$ cat config.mk
export PLATFORM = sky130hd
export DESIGN_NAME = ifu_fetch
export DESIGN_NICKNAME = d
export VERILOG_FILES = /design/src/rtl/ifu_fetch.sv
export SDC_FILE = /design/constraint.sdc
export NUM_CORES = 1
export LEC_CHECK = 0
export CORE_UTILIZATION = 57
export CTS_CLUSTER_DIAMETER = 60
export DETAILED_ROUTE_END_ITERATION = 8
export PLACE_DENSITY = 0.85
export SLEW_MARGIN = 0
export SYNTH_ARGS = -nofsm -noshare
export SYNTH_HDL_FRONTEND = slang
export SYNTH_SLANG_ARGS = --single-unit
$ cat constraint.sdc
create_clock -name clk -period 7.8 [get_ports clk]
set_input_delay 0.78 -clock clk [delete_from_list [all_inputs] [get_ports clk]]
set_output_delay 0.78 -clock clk [all_outputs]
set_load 0.05 [all_outputs]
$ cat src/rtl/ifu_fetch.sv
// Instruction fetch: owns the PC, issues in-order word fetches, buffers {addr, inst} in a prefetch FIFO.
// Head is valid two cycles after grant (one with IFU_BYPASS_EN); hold_flag_i stalls consumption only.
module ifu_fetch #(
    parameter logic [31:0] RESET_ADDR = 32'h0000_0000,
    parameter int unsigned DEPTH      = 2
) (
    input  logic        clk,
    input  logic        rst,
    input  logic        jump_flag_i,
    input  logic [31:0] jump_addr_i,
    input  logic        hold_flag_i,
    output logic        imem_req_o,
    output logic [31:0] imem_addr_o,
    input  logic        imem_gnt_i,
    input  logic        imem_rvalid_i,
    input  logic [31:0] imem_rdata_i,
    output logic [31:0] inst_o,
    output logic [31:0] inst_addr_o,
    output logic        inst_valid_o,
    output logic        fetch_stall_o
);
    localparam int unsigned PW  = (DEPTH > 1) ? $clog2(DEPTH) : 1;
    localparam int unsigned CW  = $clog2(DEPTH) + 1;
    localparam int unsigned CW1 = CW + 1;
    localparam logic [CW:0] DEPTH_W = CW1'(DEPTH);
    localparam logic [31:0] NOP = 32'h0000_0013;

    logic [31:0]   pc_q, pc_d;
    logic [31:0]   fa_q [DEPTH];
    logic [31:0]   fi_q [DEPTH];
    logic [31:0]   oa_q [DEPTH];
    logic [PW-1:0] f_rd_q, f_rd_d, f_wr_q, f_wr_d, o_rd_q, o_rd_d, o_wr_q, o_wr_d;
    logic [CW-1:0] f_cnt_q, f_cnt_d, o_cnt_q, o_cnt_d, d_cnt_q, d_cnt_d;

    logic [CW:0]   occ;
    logic          grant, rsp_vld, rsp_keep, fifo_vld, byp, f_push, f_pop;
    logic [31:0]   rsp_addr;

    // Outstanding requests count against capacity, so a response always finds a free FIFO slot.
    assign occ         = {1'b0, o_cnt_q} + {1'b0, f_cnt_q};
    assign imem_req_o  = !rst && !jump_flag_i && (occ < DEPTH_W);
    assign imem_addr_o = pc_q;
    assign grant       = imem_req_o && imem_gnt_i;

    assign rsp_vld  = !rst && imem_rvalid_i && (o_cnt_q != '0);
    assign rsp_addr = oa_q[o_rd_q];
    assign rsp_keep = rsp_vld && !jump_flag_i && (d_cnt_q == '0);
    assign fifo_vld = !rst && !jump_flag_i && (f_cnt_q != '0);

`ifdef IFU_BYPASS_EN
    assign byp = rsp_keep && (f_cnt_q == '0);
`else
    assign byp = 1'b0;
`endif

    assign inst_valid_o  = fifo_vld || byp;
    assign fetch_stall_o = !inst_valid_o;
    assign f_pop         = fifo_vld && !hold_flag_i;
    assign f_push        = rsp_keep && !(byp && !hold_flag_i);

    always_comb begin
        inst_o      = NOP;
        inst_addr_o = '0;
        if (fifo_vld) begin
            inst_o      = fi_q[f_rd_q];
            inst_addr_o = fa_q[f_rd_q];
        end else if (byp) begin
            inst_o      = imem_rdata_i;
            inst_addr_o = rsp_addr;
        end
    end

    always_comb begin
        pc_d    = pc_q;
        o_cnt_d = o_cnt_q + CW'(grant) - CW'(rsp_vld);
        o_wr_d  = o_wr_q + PW'(grant);
        o_rd_d  = o_rd_q + PW'(rsp_vld);
        f_cnt_d = f_cnt_q + CW'(f_push) - CW'(f_pop);
        f_wr_d  = f_wr_q + PW'(f_push);
        f_rd_d  = f_rd_q + PW'(f_pop);
        d_cnt_d = d_cnt_q - CW'(rsp_vld && (d_cnt_q != '0));
        if (jump_flag_i) begin
            pc_d    = jump_addr_i;
            f_cnt_d = '0;
            f_wr_d  = '0;
            f_rd_d  = '0;
            // Everything still outstanding after this cycle belongs to the old stream.
            d_cnt_d = o_cnt_q - CW'(rsp_vld);
        end else if (grant) begin
            pc_d = pc_q + 32'd4;
        end
    end

    always_ff @(posedge clk) begin
        if (rst) begin
            pc_q    <= RESET_ADDR;
            f_rd_q  <= '0;
            f_wr_q  <= '0;
            o_rd_q  <= '0;
            o_wr_q  <= '0;
            f_cnt_q <= '0;
            o_cnt_q <= '0;
            d_cnt_q <= '0;
        end else begin
            pc_q    <= pc_d;
            f_rd_q  <= f_rd_d;
            f_wr_q  <= f_wr_d;
            o_rd_q  <= o_rd_d;
            o_wr_q  <= o_wr_d;
            f_cnt_q <= f_cnt_d;
            o_cnt_q <= o_cnt_d;
            d_cnt_q <= d_cnt_d;
        end
    end

    always_ff @(posedge clk) begin
        if (grant) begin
            oa_q[o_wr_q] <= pc_q;
        end
        if (f_push) begin
            fa_q[f_wr_q] <= rsp_addr;
            fi_q[f_wr_q] <= imem_rdata_i;
        end
    end

`ifndef SYNTHESIS
    rvalid_needs_outstanding: assert property (@(posedge clk) disable iff (rst)
        imem_rvalid_i |-> (o_cnt_q != '0));
`endif

endmodule

# Word level (Yosys, flattened, before mapping)
# Memories as Yosys holds them, arrays and structs flattened. A register that Yosys moved wholly into a read port is not among the register bits.
# Cells that the tools add are included.
word_totals:
  reg_bits: 42
  ramBits: 192
  in_bits: 70
  elab_cells: 56
  memories: 3
memory_table:
  columns: ["memory", "words", "word_bits", "rd", "rd_clocked_by_memory_dff", "write_ports", "line_no", "source"]
  rows:
  - ["fa_q", 2, 32, 1, 1, 1, "29", "logic [31:0] fa_q [DEPTH];"]
  - ["fi_q", 2, 32, 1, 1, 1, "30", "logic [31:0] fi_q [DEPTH];"]
  - ["oa_q", 2, 32, 1, 1, 1, "31", "logic [31:0] oa_q [DEPTH];"]
classes:
  add_sub_neg: 12
  magnitude_cmp: 1
  muxes: 12
  n_reduce_logical: 20
op_table:
  columns: ["cell", "n"]
  rows:
  - ["$mux W32", 4]
  - ["$add A32 B3 Y32 const B", 1]
  - ["$logic_and A1 B1 Y1", 10]
  - ["$reduce_bool A2 Y1", 4]
  - ["$sub A2 B1 Y2", 4]
  - ["$mux W1", 7]
  - ["$add A1 B1 Y1", 4]
  - ["$add A2 B1 Y2", 2]
  - ["$logic_not A1 Y1", 4]
  - ["$add A2 B2 Y3", 1]
  - ["$lt A3 B2 Y1 const B", 1]
  - ["$logic_not A2 Y1", 1]
  - ["$mux W2", 1]
  - ["$reduce_or A2 Y1", 1]

# Longest topological paths before layout
# Gate-level depths: netlist of run 1.
logic_depth:
  ltp_word: 7
  ltp_mapped: 11
  mapped_depth_nobuf: 10

# Worst setup path before layout of run 1
# OpenSTA, ideal clock, no wires.
synth_timing:
  path_kind: "input -> register"
  from: "input jump_flag_i"
  to: "memory fa_q[1][0] (enable)"
  arrival_time_ns: 3.292
  t_required_ns: 7.371
  setup_slack_ns: 4.079
  cell_stages: 5
  n_path_buf: 1
  path_cell_list: "or2_2 clkbuf_1 or4_1 inv_1 ha_1"
synth_between:
  elab_chain_cells: 5
synth_rtl:
  columns: ["item", "line_no", "source"]
  rows:
  - ["start, declared", "9", "input logic jump_flag_i,"]
  - ["$logic_not A1 Y1", "47", "assign rsp_keep = rsp_vld && !jump_flag_i && (d_cnt_q == '0);"]
  - ["$logic_and A1 B1 Y1 (2 in series)", "47", null]
  - ["$mux W1", "120", "if (f_push) begin"]
  - ["$mux W1 (not written as such)", "121", "fa_q[f_wr_q] <= rsp_addr;"]
  - ["end, declared", "29", null]
# No other way between the ends.

# Worst setup path in the final report of run 1
layout_timing:
  from: "input rst"
  to: "output inst_o[4]"
layout_between:
  elab_chain_cells: 4
layout_rtl:
  columns: ["item", "line_no", "source"]
  rows:
  - ["start, declared", "8", "input logic rst,"]
  - ["$logic_not A1 Y1", "48", "assign fifo_vld = !rst && !jump_flag_i && (f_cnt_q != '0);"]
  - ["$logic_and A1 B1 Y1 (2 in series)", "48", null]
  - ["$mux W32", "64", "if (fifo_vld) begin"]
  - ["end, declared", "17", "output logic [31:0] inst_o,"]
# No other way between the ends.

==> flow_summary.toml, run 1 <==
[outcome]
status = "finished clean"

[routing]
first_iter_violations = 517
ant_nets = 0
drc = 0
routed_wl_um = 20500
vias = 6290
wl_per_cell_um = 19.0
drtPass1Iterations = 6
viasPerCell = 5.82

[clocking]
htree_num_levels = 1
cts_tree = "built"
post_cts_buffers = 0
clkLatencyLatePin_ps = 500
ctsLongestPathBuffers = 3
cts_buffers = 23
cts-root-buf = "clkbuf_16"
clk_pin_slew_ps = 70
ctsResizeCount = 0
clock-sinks = 234
hold_buffers = 0

[power]
power_frac_clock_pct = 38.3
seqPwrFrac_pct = 53.8
vdd_drop_max_uv = 148
switchingPower_uw = 588
p_int_mw = 2.05
powerDensity_nw_per_um2 = 216
p_leak_nw = 3.97
switching_share_pct = 22.2
power_frac_comb_pct = 8.0

[floorplanning]
io_pins = 169
die_x_um = 132
die_area_um2 = 17500
core-area_um2 = 16600
rows = 47
initial_core_util_pct = 58.2
die-height_um = 132

[logic_synthesis]
synth_enable_flop_cells = 192
syn_inst = 679
syn_area_per_cell_um2 = 14.2
yosys_warnings = 0
syn_nets = 761
synth.top_cell.area_share_pct = 59.7
synthDistinctLibCells = 63
synth_seq_cells = 234
synth_area_leaders = "edfxtp_1, dfxtp_1, mux2i_1, mux2_2, nor2_1"
synth_top_area_cell = "edfxtp_1"
ys.flop_type = "edfxtp_1"
ys_seq_area_share_pct = 68.4
synth_area_um2 = 9650
synthArstFlopShare_pct = 0

[finish]
fin_area_um2 = 12200
diodes = 0
nFillCells = 1030
mostFrequentLayoutCells = "edfxtp_1, clkdlybuf4s50_1, nor2_1"
instances_no_fill = 1080
layout_commonest_cell = "edfxtp_1"
area_growth_pct = 26.5
drive_gt1_share_pct = 9.77
layout.nets = 926

[worst_hold_path]
holdCritStartpoint = "imem_addr_o[0]"
min_to = "oa_q[1][0]"
hold_path_class = "flip-flop to flip-flop"
hold_depth = 0

[sta]
slew_headroom_pct = 23.8
clock_skew_ps = 15.6
fmax_mhz = 226
maxSlewViolCount = 0
period_minus_slack_ps = 4430
setup_tns_ps = 0
tightest_slew_ps = 1140
finalSetupViolations = 0
rsz0062_at_grt = "no"
hold_viol = 0
fin_crit_sh_pct = 56.8

[worst_setup_path]
crit_cells = 8
critPathRequiredTime_ps = 7020
critPathKind = "input pin to output port"
rr_worst_depth = 6
cp-end-kind = "output port"
rrSetupSlack_ps = 4640
slowest_delay_ps = 820
r2r_start = "f_cnt_q[0]"
crit_fanout = 63
crit_chain = "clkdlybuf4s50_1 -> buf_4 -> nor2_1 -> o21ai_4 -> buf_4 -> inv_1 -> nand2_1 -> clkdlybuf4s50_1"
cp_slowest_cell = "clkdlybuf4s50_1"
crit_family = "buffers and inverters"
r2r_end = "imem_addr_o[10]"
cp.arrival_ps = 3650
path_buf_inv = 5
critPathLaunchType = "input pin"

[placed_design]
dp_hpwl_um = 13300
place_congestion = 0.863
placed_cell_area_um2 = 11500
portBuffers = 168
dp_cells = 1039

[global_routing]
met2_usage_pct = 40.4
grt-ovfl-total = 0
grt_busiest_layer = "met2"
use_met3_pct = 4.81
grt.total_usage_pct = 23.8
antenna_found_initial = 0
grt_pass1_wl_um = 32800
grt_pass1_vias = 6300
grtUsageMet1_pct = 30.3
grt_max_degree = 65

[run]
drv_cap = 0
-- logic make-up (layout without fill, tap and decap cells) --
logic type / count (synthesis) / in the layout / share of synthesized area [%]
flip-flops: 234 / 234 / 68.4
AND/OR/NAND/NOR: 203 / 203 / 10.5
buffers and inverters: 55 / 236 / 2.66
multiplexers: 98 / 98 / 10.6
AO/OA/AOI/OAI: 63 / 63 / 4.87
adder cells (fa/ha/maj): 12 / 12 / 1.63
XOR/XNOR: 14 / 14 / 1.27
-- sequential cells by signal (all words and copies together), names as in the netlist --
name / flops
d_cnt_q: 2
fi_q: 64
imem_addr_o: 32
f_wr_q: 1
f_rd_q: 1
o_rd_q: 1
oa_q: 64
o_cnt_q: 2
f_cnt_q: 2
o_wr_q: 1
fa_q: 64
-- metal layers --
layer	share of wire (%)	vias to the layer above
met5	0	-
met4	3.0	0
met3	8.0	48
met2	50	306
met1	39	3030
li1	-	2906
-- cells in the mapped netlist (all sizes together) (7+ instances only) --
master  instances
o21ai           8
inv            17
nand4          12
clkbuf         28
xnor2           7
nor2           91
xor2            7
buf             9
mux2           32
ha             11
or4             8
nor3           11
edfxtp        192
nand2          19
or3             9
and4            8
dfxtp          42
mux2i          66
a211oi          9
nand3          19
-- power by group through the flow --
stage | logic [mW] | clock network [mW] | registers [mW]
2_1_floorplan | 0.0861 | 0 | 1.47
3_3_place_gp | 0.201 | 0 | 1.44
3_5_place_dp | 0.208 | 0 | 1.45
4_1_cts | 0.210 | 1.02 | 1.42
5_1_grt | 0.223 | 1.07 | 1.42
6_report | 0.211 | 1.01 | 1.42
-- cell type report --
type                    count  area [µm²]  area share (%)
clock buffers              28         594            4.87
well taps                 220         275            2.25
repair buffers            177        1750            14.3
inverters                  18        67.6           0.553
multi-input cells         390        2830            23.1
flip-flops and latches    234        6610            54.1
clock inverters            13        90.1           0.738
-- worst max path at each step --
stage	startpoint	end	slack (ps)
2_1_floorplan	jump_flag_i	fa_q[1][0]	4080
3_3_place_gp	rst	inst_o[1]	3500
3_5_place_dp	rst	inst_o[4]	3380
4_1_cts	rst	inst_o[4]	3380
5_1_grt	rst	inst_o[4]	3240
6_report	rst	inst_o[4]	3370
-- metrics by stage --
stage	utilization, %	total power, mW	hold slack (ps)	setup WS (ps)
after global routing	73.6	2.72	538	3240
after global placement	69.5	1.64	500	3500
final	73.6	2.64	519	3370
after CTS	73.6	2.65	517	3380
after detailed placement	69.5	1.65	507	3380
after floorplan	-	1.56	535	4080
No activity file was read; power rests on OpenSTA's default activity.
==> run 2, diff against run 1 <==
--- a/config.mk
+++ b/config.mk
@@ -5,10 +5,10 @@
 export SDC_FILE = /design/constraint.sdc
 export NUM_CORES = 1
 export LEC_CHECK = 0
-export CORE_UTILIZATION = 57
+export CORE_UTILIZATION = 53
 export CTS_CLUSTER_DIAMETER = 60
 export DETAILED_ROUTE_END_ITERATION = 8
-export PLACE_DENSITY = 0.85
+export PLACE_DENSITY = 0.8
 export SLEW_MARGIN = 0
 export SYNTH_ARGS = -nofsm -noshare
 export SYNTH_HDL_FRONTEND = slang
==> constraint.sdc (replaced) <==
create_clock -name clk -period 4.5 [get_ports clk]
set_input_delay 0.45 -clock clk [delete_from_list [all_inputs] [get_ports clk]]
set_output_delay 0.45 -clock clk [all_outputs]
set_load 0.05 [all_outputs]
==> run 2 against run 1 <==
Core utilization shrank 4.1 points. Total power grew 73%. Combinational power grew 72%. Sequential power grew 73%. Sequential share of layout area grew 0.10 points. Worst setup slack lost 2300 ps. Clock-buffer cell count grew 5. Non-clock buffer count shrank 1. Via count shrank 1.4%. Critical path type unchanged. Highest routed layer unchanged.
==> flow_summary.toml, run 2 (synthesis gave the netlist of run 1 again) <==
[finish]
layout.nets = 925
diodes = 0
drive_gt1_share_pct = 10.3
reg_top3 = "fa_q: 64 flops, fi_q: 64 flops, oa_q: 64 flops"
fin_area_um2 = 12200
nFillCells = 1149
mostFrequentLayoutCells = "edfxtp_1, clkdlybuf4s50_1, nor2_1"
layout_commonest_cell = "edfxtp_1"
instances_no_fill = 1083
area_growth_pct = 26.3

[global_routing]
grt_pass1_wl_um = 31300
grt_max_degree = 66
grt-ovfl-total = 0
grt_pass1_vias = 6017
antenna_found_initial = 0
grt.total_usage_pct = 22.0

[routing]
wl_per_cell_um = 19.1
drc = 0
vias = 6204
ant_nets = 0
first_iter_violations = 480
routed_wl_um = 20700
drtPass1Iterations = 5
viasPerCell = 5.73

[worst_setup_path]
cp-end-kind = "output port"
critPathKind = "input pin to output port"
crit_chain = "clkdlybuf4s50_1 -> nor2_1 -> o21ai_4 -> buf_4 -> nor2_1 -> clkdlybuf4s50_1"
cp_slowest_cell = "clkdlybuf4s50_1"
cp.arrival_ps = 2980
crit_fanout = 42
slowest_delay_ps = 820
critPathRequiredTime_ps = 4050
critPathLaunchType = "input pin"

[sta]
setup_tns_ps = 0
slew_headroom_pct = 18.8
tightest_slew_ps = 1210
fmax_mhz = 292
maxSlewViolCount = 0
rsz0062_at_grt = "no"
hold_viol = 0
finalSetupViolations = 0
clock_skew_ps = 11.5
period_minus_slack_ps = 3430
fin_crit_sh_pct = 76.1

[clocking]
htree_num_levels = 1
clkLatencyLatePin_ps = 500
clock-sinks = 234
hold_buffers = 0
cts_tree = "built"
cts_buffers = 23
post_cts_buffers = 0
ctsResizeCount = 0
cts-root-buf = "clkbuf_16"
clk_pin_slew_ps = 60
ctsLongestPathBuffers = 3

[placed_design]
dp_cells = 1043
dp_hpwl_um = 13700
placed_cell_area_um2 = 11500
portBuffers = 168
place_congestion = 0.849

[power]
p_int_mw = 3.58
switchingPower_uw = 994
seqPwrFrac_pct = 53.8
powerDensity_nw_per_um2 = 375
vdd_drop_max_uv = 236
power_frac_comb_pct = 7.9
switching_share_pct = 21.7
power_frac_clock_pct = 38.2
p_leak_nw = 3.97

[floorplanning]
core-area_um2 = 17500
rows = 48
die_x_um = 137
io_pins = 169
initial_core_util_pct = 55.0
die-height_um = 137
die_area_um2 = 18800

[worst_hold_path]
hold_path_class = "input pin to flip-flop"

[outcome]
status = "finished clean"

[run]
drv_cap = 0
==> run 2: cell count changes in the layout (fill, tap and decap cells not counted), sizes merged <==
cell / previous run / this run
clkinv: 12 / 6
buf: 9 / 16
clkdlybuf4s50: 168 / 160
clkbuf: 28 / 33
==> run 2: final cells by class <==
class / count / area (µm²) / area share [%]
clock inverter: 7 / 60.1 / 0.493
tap: 225 / 282 / 2.31
inverter: 18 / 67.6 / 0.554
sequential: 234 / 6610 / 54.2
clock buffer: 33 / 623 / 5.11
timing repair buffer: 176 / 1720 / 14.1
multi-input combinational: 390 / 2830 / 23.2
==> run 2: layer usage <==
metal / part of all wire, % / global-route usage (%) / vias up
met2: 50 / 38.0 / 282
met4: 2.7 / 9.46 / 0
met1: 41 / 27.5 / 2966
met3: 6.7 / 3.19 / 49
li1: - / - / 2907
met5: 0 / 0 / -
==> run 2: final timing paths <==
check | startpoint | to | slack (ps) | cells past startpoint
setup / recovery | jump_flag_i | inst_addr_o[19] | 1070 | 6
setup reg to reg | f_cnt_q[0] | oa_q[0][8] | 1320 | 8
hold / removal | jump_addr_i[26] | imem_addr_o[26] | 520 | 3
hold reg to reg | imem_addr_o[0] | oa_q[0][0] | 530 | 0
==> run 2: metrics by stage <==
step | utilization [%] | total power, mW | hold WS (ps) | worst slack [ps]
CTS | 69.5 | 4.60 | 513 | 1080
floorplan | - | 2.70 | 535 | 1110
detailed placement | 65.6 | 2.87 | 519 | 1080
global placement | 65.6 | 2.85 | 502 | 1160
finish | 69.5 | 4.57 | 523 | 1070
global route | 69.5 | 4.71 | 520 | 940
==> run 2: power groups by stage <==
stage               logic [mW]  clock network, mW  registers [mW]
global placement         0.352                  0            2.50
CTS                      0.363               1.78            2.46
global route             0.385               1.85            2.47
detailed placement       0.360                  0            2.51
finish                   0.362               1.75            2.46
floorplan                0.149                  0            2.55
==> run 2: critical path: cells and delay by family <==
family / cells / cell delay [ps]
buffers and inverters: 3 / 1610
AND/OR/NAND/NOR: 2 / 590
AO/OA/AOI/OAI: 1 / 300
